===== src/rtl/encoder_pwm_array.sv =====
// Quadrature decoder array with per-channel preset, feeding shadowed-duty PWM outputs.
// Define ENCODER_PWM_WRAP_EN for modulo counting; otherwise values saturate at 0 and max.
module encoder_pwm_array #(
  parameter int NUM_CH       = 3,
  parameter int WIDTH        = 8,
  parameter int DEBOUNCE_DIV = 16
) (
  input  logic                    clk,
  input  logic                    reset,
  input  logic [NUM_CH-1:0]       enc_a,
  input  logic [NUM_CH-1:0]       enc_b,
  input  logic                    load_valid,
  input  logic [2:0]              load_ch,
  input  logic [WIDTH-1:0]        load_value,
  output logic [NUM_CH*WIDTH-1:0] value,
  output logic [NUM_CH-1:0]       pwm_out
);

  localparam logic [15:0]      PRESC_MAX = 16'(DEBOUNCE_DIV - 1);
  localparam logic [WIDTH-1:0] CNT_MAX   = {WIDTH{1'b1}};
  localparam logic [WIDTH-1:0] CNT_ZERO  = {WIDTH{1'b0}};
  localparam logic [WIDTH-1:0] CNT_ONE   = {{(WIDTH-1){1'b0}}, 1'b1};

  typedef enum logic [1:0] {
    STEP_NONE = 2'b00,
    STEP_UP   = 2'b01,
    STEP_DN   = 2'b10
  } step_e;

  // Old/new {a,b} pair; single-bit Gray moves give a direction, anything else is no step.
  function automatic step_e decode_step(input logic [1:0] old_ab, input logic [1:0] new_ab);
    case ({old_ab, new_ab})
      4'b00_10, 4'b10_11, 4'b11_01, 4'b01_00: decode_step = STEP_UP;
      4'b10_00, 4'b11_10, 4'b01_11, 4'b00_01: decode_step = STEP_DN;
      default:                                decode_step = STEP_NONE;
    endcase
  endfunction

  function automatic logic [WIDTH-1:0] apply_step(input logic [WIDTH-1:0] v, input step_e st);
    case (st)
`ifdef ENCODER_PWM_WRAP_EN
      STEP_UP: apply_step = v + CNT_ONE;
      STEP_DN: apply_step = v - CNT_ONE;
`else
      STEP_UP: apply_step = (v == CNT_MAX)  ? v : v + CNT_ONE;
      STEP_DN: apply_step = (v == CNT_ZERO) ? v : v - CNT_ONE;
`endif
      default: apply_step = v;
    endcase
  endfunction

  logic [NUM_CH-1:0] a_s1_r, a_s2_r, b_s1_r, b_s2_r;
  logic [NUM_CH-1:0] deb_a_r, deb_b_r;
  logic [15:0]       presc_r;
  logic              strobe_s;
  logic [WIDTH-1:0]  pwm_cnt_r;
  logic [WIDTH-1:0]  value_r     [NUM_CH];
  logic [WIDTH-1:0]  value_nxt_s [NUM_CH];
  logic [WIDTH-1:0]  duty_r      [NUM_CH];
  logic [NUM_CH-1:0] pwm_r;

  assign strobe_s = (presc_r == PRESC_MAX);

  // Synchronisers, sample prescaler and debounced pin state.
  always_ff @(posedge clk) begin
    if (reset) begin
      a_s1_r  <= {NUM_CH{1'b0}};
      a_s2_r  <= {NUM_CH{1'b0}};
      b_s1_r  <= {NUM_CH{1'b0}};
      b_s2_r  <= {NUM_CH{1'b0}};
      deb_a_r <= {NUM_CH{1'b0}};
      deb_b_r <= {NUM_CH{1'b0}};
      presc_r <= 16'd0;
    end else begin
      a_s1_r  <= enc_a;
      a_s2_r  <= a_s1_r;
      b_s1_r  <= enc_b;
      b_s2_r  <= b_s1_r;
      presc_r <= strobe_s ? 16'd0 : presc_r + 16'd1;
      if (strobe_s) begin
        deb_a_r <= a_s2_r;
        deb_b_r <= b_s2_r;
      end
    end
  end

  // Next channel value: a preset on this channel discards a coincident decode step.
  always_comb begin
    for (int i = 0; i < NUM_CH; i++) begin
      value_nxt_s[i] = value_r[i];
      if (load_valid && (load_ch == 3'(i))) begin
        value_nxt_s[i] = load_value;
      end else if (strobe_s) begin
        value_nxt_s[i] = apply_step(value_r[i],
                                    decode_step({deb_a_r[i], deb_b_r[i]}, {a_s2_r[i], b_s2_r[i]}));
      end else begin
        value_nxt_s[i] = value_r[i];
      end
    end
  end

  // Channel values, PWM counter, duty shadows (reloaded only at period end) and outputs.
  always_ff @(posedge clk) begin
    if (reset) begin
      pwm_cnt_r <= CNT_ZERO;
      pwm_r     <= {NUM_CH{1'b0}};
      for (int i = 0; i < NUM_CH; i++) begin
        value_r[i] <= CNT_ZERO;
        duty_r[i]  <= CNT_ZERO;
      end
    end else begin
      pwm_cnt_r <= pwm_cnt_r + CNT_ONE;
      for (int i = 0; i < NUM_CH; i++) begin
        value_r[i] <= value_nxt_s[i];
        pwm_r[i]   <= (pwm_cnt_r < duty_r[i]);
        if (pwm_cnt_r == CNT_MAX) begin
          duty_r[i] <= value_r[i];
        end
      end
    end
  end

  for (genvar g = 0; g < NUM_CH; g++) begin : g_value
    assign value[g*WIDTH +: WIDTH] = value_r[g];
  end

  assign pwm_out = pwm_r;

endmodule


===== config.mk =====
export PLATFORM = sky130hd
export DESIGN_NAME = encoder_pwm_array
export DESIGN_NICKNAME = d
export VERILOG_FILES = /design/src/rtl/encoder_pwm_array.sv
export SDC_FILE = /design/constraint.sdc
export NUM_CORES = 1
export LEC_CHECK = 0
export BUFFER_PORTS_ARGS = -buffer_cell sky130_fd_sc_hd__buf_4
export CORE_UTILIZATION = 59
export DETAILED_ROUTE_END_ITERATION = 8
export PLACE_DENSITY = 0.89
export SLEW_MARGIN = 10
export SYNTH_ARGS = -nofsm -noshare
export SYNTH_HDL_FRONTEND = slang
export SYNTH_SLANG_ARGS = --single-unit

===== constraint.sdc =====
create_clock -name clk -period 2.7 [get_ports clk]
set_input_delay 0.405 -clock clk [delete_from_list [all_inputs] [get_ports clk]]
set_output_delay 0.405 -clock clk [all_outputs]
set_load 0.02 [all_outputs]

# ---- After elaboration in Yosys (flattened, before gate mapping)
# Memories as Yosys holds them, arrays and structs flattened.
# Cells that the tools add are included.
dict set report totals {
  output_inout_bits 27
  ramBits 48
  wordCells 85
  input_bits 20
  romBits 96
  memories 5
  reg_bits 45
  latchBits 0
}
dict set report classes {
  reduce_logical 8
  n_eq_ne 13
  muxes 33
  bitwise 6
  div 0
  n_lt_le_gt_ge 3
  mul 0
  addsub 8
  shifts 0
}
# name depth width rd rd_clocked_by_memory_dff wr line
set mem_list {}
lappend mem_list {{(name not given)} 16 2 1 0 0 32} ;# case ({old_ab, new_ab})
lappend mem_list {{(name not given)} 16 2 1 0 0 32}
lappend mem_list {{(name not given)} 16 2 1 0 0 32}
lappend mem_list {duty_r 3 8 3 0 3 59} ;# logic [WIDTH-1:0] duty_r [NUM_CH];
lappend mem_list {value_r 3 8 3 0 3 57} ;# logic [WIDTH-1:0] value_r [NUM_CH];
# cell n
set ops {}
lappend ops {{$mux 8} 18}
lappend ops {{$pmux 8 s2} 3}
lappend ops {{$add 8x1->8 const B} 4}
lappend ops {{$eq 8x8->1 const B} 4}
lappend ops {{$logic_not 8->1} 3}
lappend ops {{$lt 8x8->1} 3}
lappend ops {{$sub 8x1->8 const B} 3}
lappend ops {{$add 16x1->16 const B} 1}
lappend ops {{$eq 16x4->1 const B} 1}
lappend ops {{$mux 2} 6}
lappend ops {{$eq 2x1->1 const B} 3}
lappend ops {{$eq 2x2->1 const B} 3}
lappend ops {{$mux 1} 6}
lappend ops {{$or 1x1->1} 6}
lappend ops {{$eq 3x1->1 const B} 1}
lappend ops {{$eq 3x2->1 const B} 1}
lappend ops {{$logic_and 1x1->1} 3}
lappend ops {{$logic_not 3->1} 1}
lappend ops {{$reduce_or 2->1} 1}

# ---- Logic depth before layout (Yosys ltp)
dict set report logic_depth {
  depth_word 8
  mapped_depth 9
}

# ---- Worst setup path before layout
# OpenSTA, ideal clock, no wires.
dict set report synth_timing {
  path_kind {flip-flop to flip-flop}
  startpoint {register deb_b_r[2]}
  endpoint {memory value_r[2][6], in the netlist value_r[0][22]}
  n_path_buf 1
  path_stages_with_launch 10
  required_time_ps 2609
  t_arrival_ps 2218
  slack_ps 391
  setup_ps 91
  period_less_slack_ps 2309
  cell_sequence {dfxtp_1 > xor2_2 > or2_0 > buf_2 > xnor2_1 > ha_1 > nor4_1 > a21oi_1 > or3_1 > a311oi_1}
}
# item line
set synth_rtl {}
lappend synth_rtl {{start, declared} 53} ;# logic [NUM_CH-1:0] deb_a_r, deb_b_r;
lappend synth_rtl {{start signal, assigned} 72} ;# deb_b_r <= {NUM_CH{1'b0}};
lappend synth_rtl {{start signal, assigned} 82} ;# deb_b_r <= b_s2_r;
lappend synth_rtl {{end, declared} 57}

==> results.json <==
{
  "worstPathCellList": "xor2_2, or2_1, xnor2_1, ha_1, nor4_2, a21oi_1, or3_1, a311oi_1",
  "antenna_found_initial": 0,
  "avgViaCountPerCell": 5.84,
  "grt_max_degree": 33,
  "drc": 0,
  "hpwlAfterDp_mm": 7.23,
  "worst_slew_pin_slew_ps": 552,
  "p_clk_share_pct": 34.9,
  "ys_types": 50,
  "drt_pass1_iterations": 5,
  "max_cap_violations": 0,
  "tns_ps": 0,
  "power_w": 0.00274,
  "slew_viol_final": 0,
  "critPathMaxStageDelay_ps": 390,
  "synth_mux_area_share_pct": 3.12,
  "antenna_left": 0,
  "track_usage_pct": 25.2,
  "drt-total-wl_mm": 10.0,
  "max-vdd-ir-drop_mv": 0.379,
  "num-fill-cells": 576,
  "syn_to_final_growth_pct": 13.3,
  "worst_ep_required_time_ps": 2970,
  "status": "completed",
  "synth_xor_area_share_pct": 6.31,
  "place.gp.congestion": 0.918,
  "slew_headroom_pct": 63.2,
  "setup_violations": 0,
  "critPathCaptureType": "flip-flop",
  "synth-compound-area-share_pct": 13.3,
  "htreeDepth": 3,
  "coreArea_um2": 7810,
  "fin_crit_sh_pct": 91.3,
  "path_buf_inv": 0,
  "final_common_cell": "dfxtp_1",
  "wl_per_cell_um": 15.4,
  "timing.fmax_ghz": 0.406,
  "worstPathArrival_ps": 2730,
  "cts_sinks": 93,
  "fin_crit_ps": 2460,
  "place_area_um2": 5250,
  "nets": 593,
  "swShare_pct": 25.0,
  "intPower_w": 0.00205,
  "ys_seq_area_share_pct": 43.6,
  "diodes": 0,
  "skew_ps": 11.2,
  "synth.net_count": 554,
  "netlist_area_um2": 4820,
  "syn_avg_cell_area_um2": 9.48,
  "critical_path_class": "reg -> reg",
  "slowest_stage": "dfxtp_1",
  "p_sw_w": 0.000685,
  "ys_warn_count": 0,
  "combPwrFrac_pct": 9.6,
  "synth-seq-cells": 93,
  "synth_edf_count": 24,
  "synthAdderAreaFrac_pct": 6.75,
  "floorplan.die_area_um2": 8530,
  "grt_pass1_vias": 3625,
  "cp_max_fo": 9,
  "cts_tree": "done",
  "cts_root_buf": "clkbuf_8",
  "crit_family": "simple AND/OR/NAND/NOR gates",
  "post_cts_buffers": 0,
  "synth_top_family_by_area": "simple AND/OR/NAND/NOR gates",
  "cts_resized": 0,
  "rsz0062_at_grt": "false",
  "clkTransAtPathRegs_ps": 90,
  "cts_buffers": 9,
  "clk_latency_ps": 360,
  "synth_simple_gate_area_share_pct": 23.0,
  "drive_above_1_share_pct": 13.8,
  "finalHoldViolCount": 0,
  "synth-main-ff-cell": "dfxtp_1",
  "p_leak_nw": 2.31,
  "syn_inst": 508,
  "rows": 32,
  "seqPwrFrac_pct": 55.5,
  "grt_first_pass_wirelength_mm": 16.9,
  "vias": 3817,
  "grt_remaining_overflow": 0,
  "initial_utilization_pct": 61.7,
  "ctsLongestPathBuffers": 2,
  "synthArstFlopShare_pct": 0,
  "portBuffers": 46,
  "die_y_um": 92.4,
  "final_cell_mix": "69 x dfxtp_1, 68 x nor2_1, 51 x buf_4",
  "ios": 47,
  "die_w_um": 92.4,
  "holdCritPathClass": "in -> reg",
  "design_area_um2": 5460,
  "postCtsHoldBufs": 0,
  "first_iter_violations": 214,
  "power_density_nw_per_um2": 501,
  "startpoint_type": "flip-flop"
}
-- logic make-up after synthesis --
family | after synthesis
and+or+nand+nor | 207
DFF | 93
AOI/OAI and AO/OA | 88
buffers and inverters | 46
xor gates and xnor gates | 33
adders and majority gates | 26
muxes | 15
-- worst reg2reg max path, stage by stage (launching register included) --
cell	delay (ps)
dfxtp_1	390
xor2_2	350
or2_1	260
xnor2_1	90
ha_1	260
nor4_2	340
a21oi_1	130
or3_1	310
a311oi_1	240
-- sequential cells by signal (all words and copies together) (netlist names) --
signal,cells
duty_r,24
value_r,24
presc_r,16
pwm_cnt_r,8
a_s1_r,3
a_s2_r,3
b_s1_r,3
b_s2_r,3
deb_a_r,3
deb_b_r,3
pwm_out,3
-- final cells by class --
type,count,area [µm²],share of cell area (%)
timing repair buffer,52,403,7.38
clock inverter,6,70.1,1.28
sequential,93,2100,38.5
clock buffer,10,138,2.52
inverter,22,82.6,1.51
multi-input combinational,369,2540,46.5
tap,102,128,2.34
-- cell usage after synthesis, types with 11 or more instances --
master	instances	area share, %
or3_1	16	2.1
mux2i_1	15	3.1
o21ai_0	12	1.2
xor2_1	15	2.7
a21oi_1	14	1.5
nor2_1	68	5.3
inv_1	22	1.7
nor2b_1	16	2.1
and2_1	28	3.6
xnor2_1	16	2.9
nand2_1	11	0.86
a311oi_1	18	3.3
edfxtp_1	24	15
clkbuf_1	14	1.1
and3_1	14	1.8
dfxtp_1	69	29
ha_1	26	6.8
-- path summary, 6_finish.rpt --
check | from | to | slack [ps] | cells after the start
min reg2reg | a_s1_r[2] | a_s2_r[2] | 450 | 1
max reg2reg | a_s2_r[2] | value_r[0][22] | 240 | 8
max | a_s2_r[2] | value_r[0][22] | 240 | 8
min | enc_b[0] | b_s1_r[0] | 260 | 2
-- layer usage --
layer	global-route usage (%)	up-vias	share of wire (%)
met4	10.2	0	2.2
met2	44.3	85	50
met1	29.8	1791	44
met3	5.42	16	4.0
met5	0	-	0
li1	-	1925	-
-- power groups by stage --
stage	sequential [W]	combinational [W]	clock, W
after floorplan	0.00155	0.000156	0
after global placement	0.00155	0.000252	0
after detailed placement	0.00155	0.000262	0
after CTS	0.00152	0.000263	0.000971
after global routing	0.00153	0.000294	0.00102
final	0.00152	0.000263	0.000956
-- per-stage QoR --
step                      instances  setup WS (ps)  hold slack [ps]  util [%]
after floorplan                 508            391              413         -
after global placement          638            288              423      67.2
after detailed placement        638            152              425      67.2
after CTS                       654            121              245      69.8
after global routing            654            102              261      69.9
final                           654            235              259      69.9
Power figures use the tool's default switching activity.
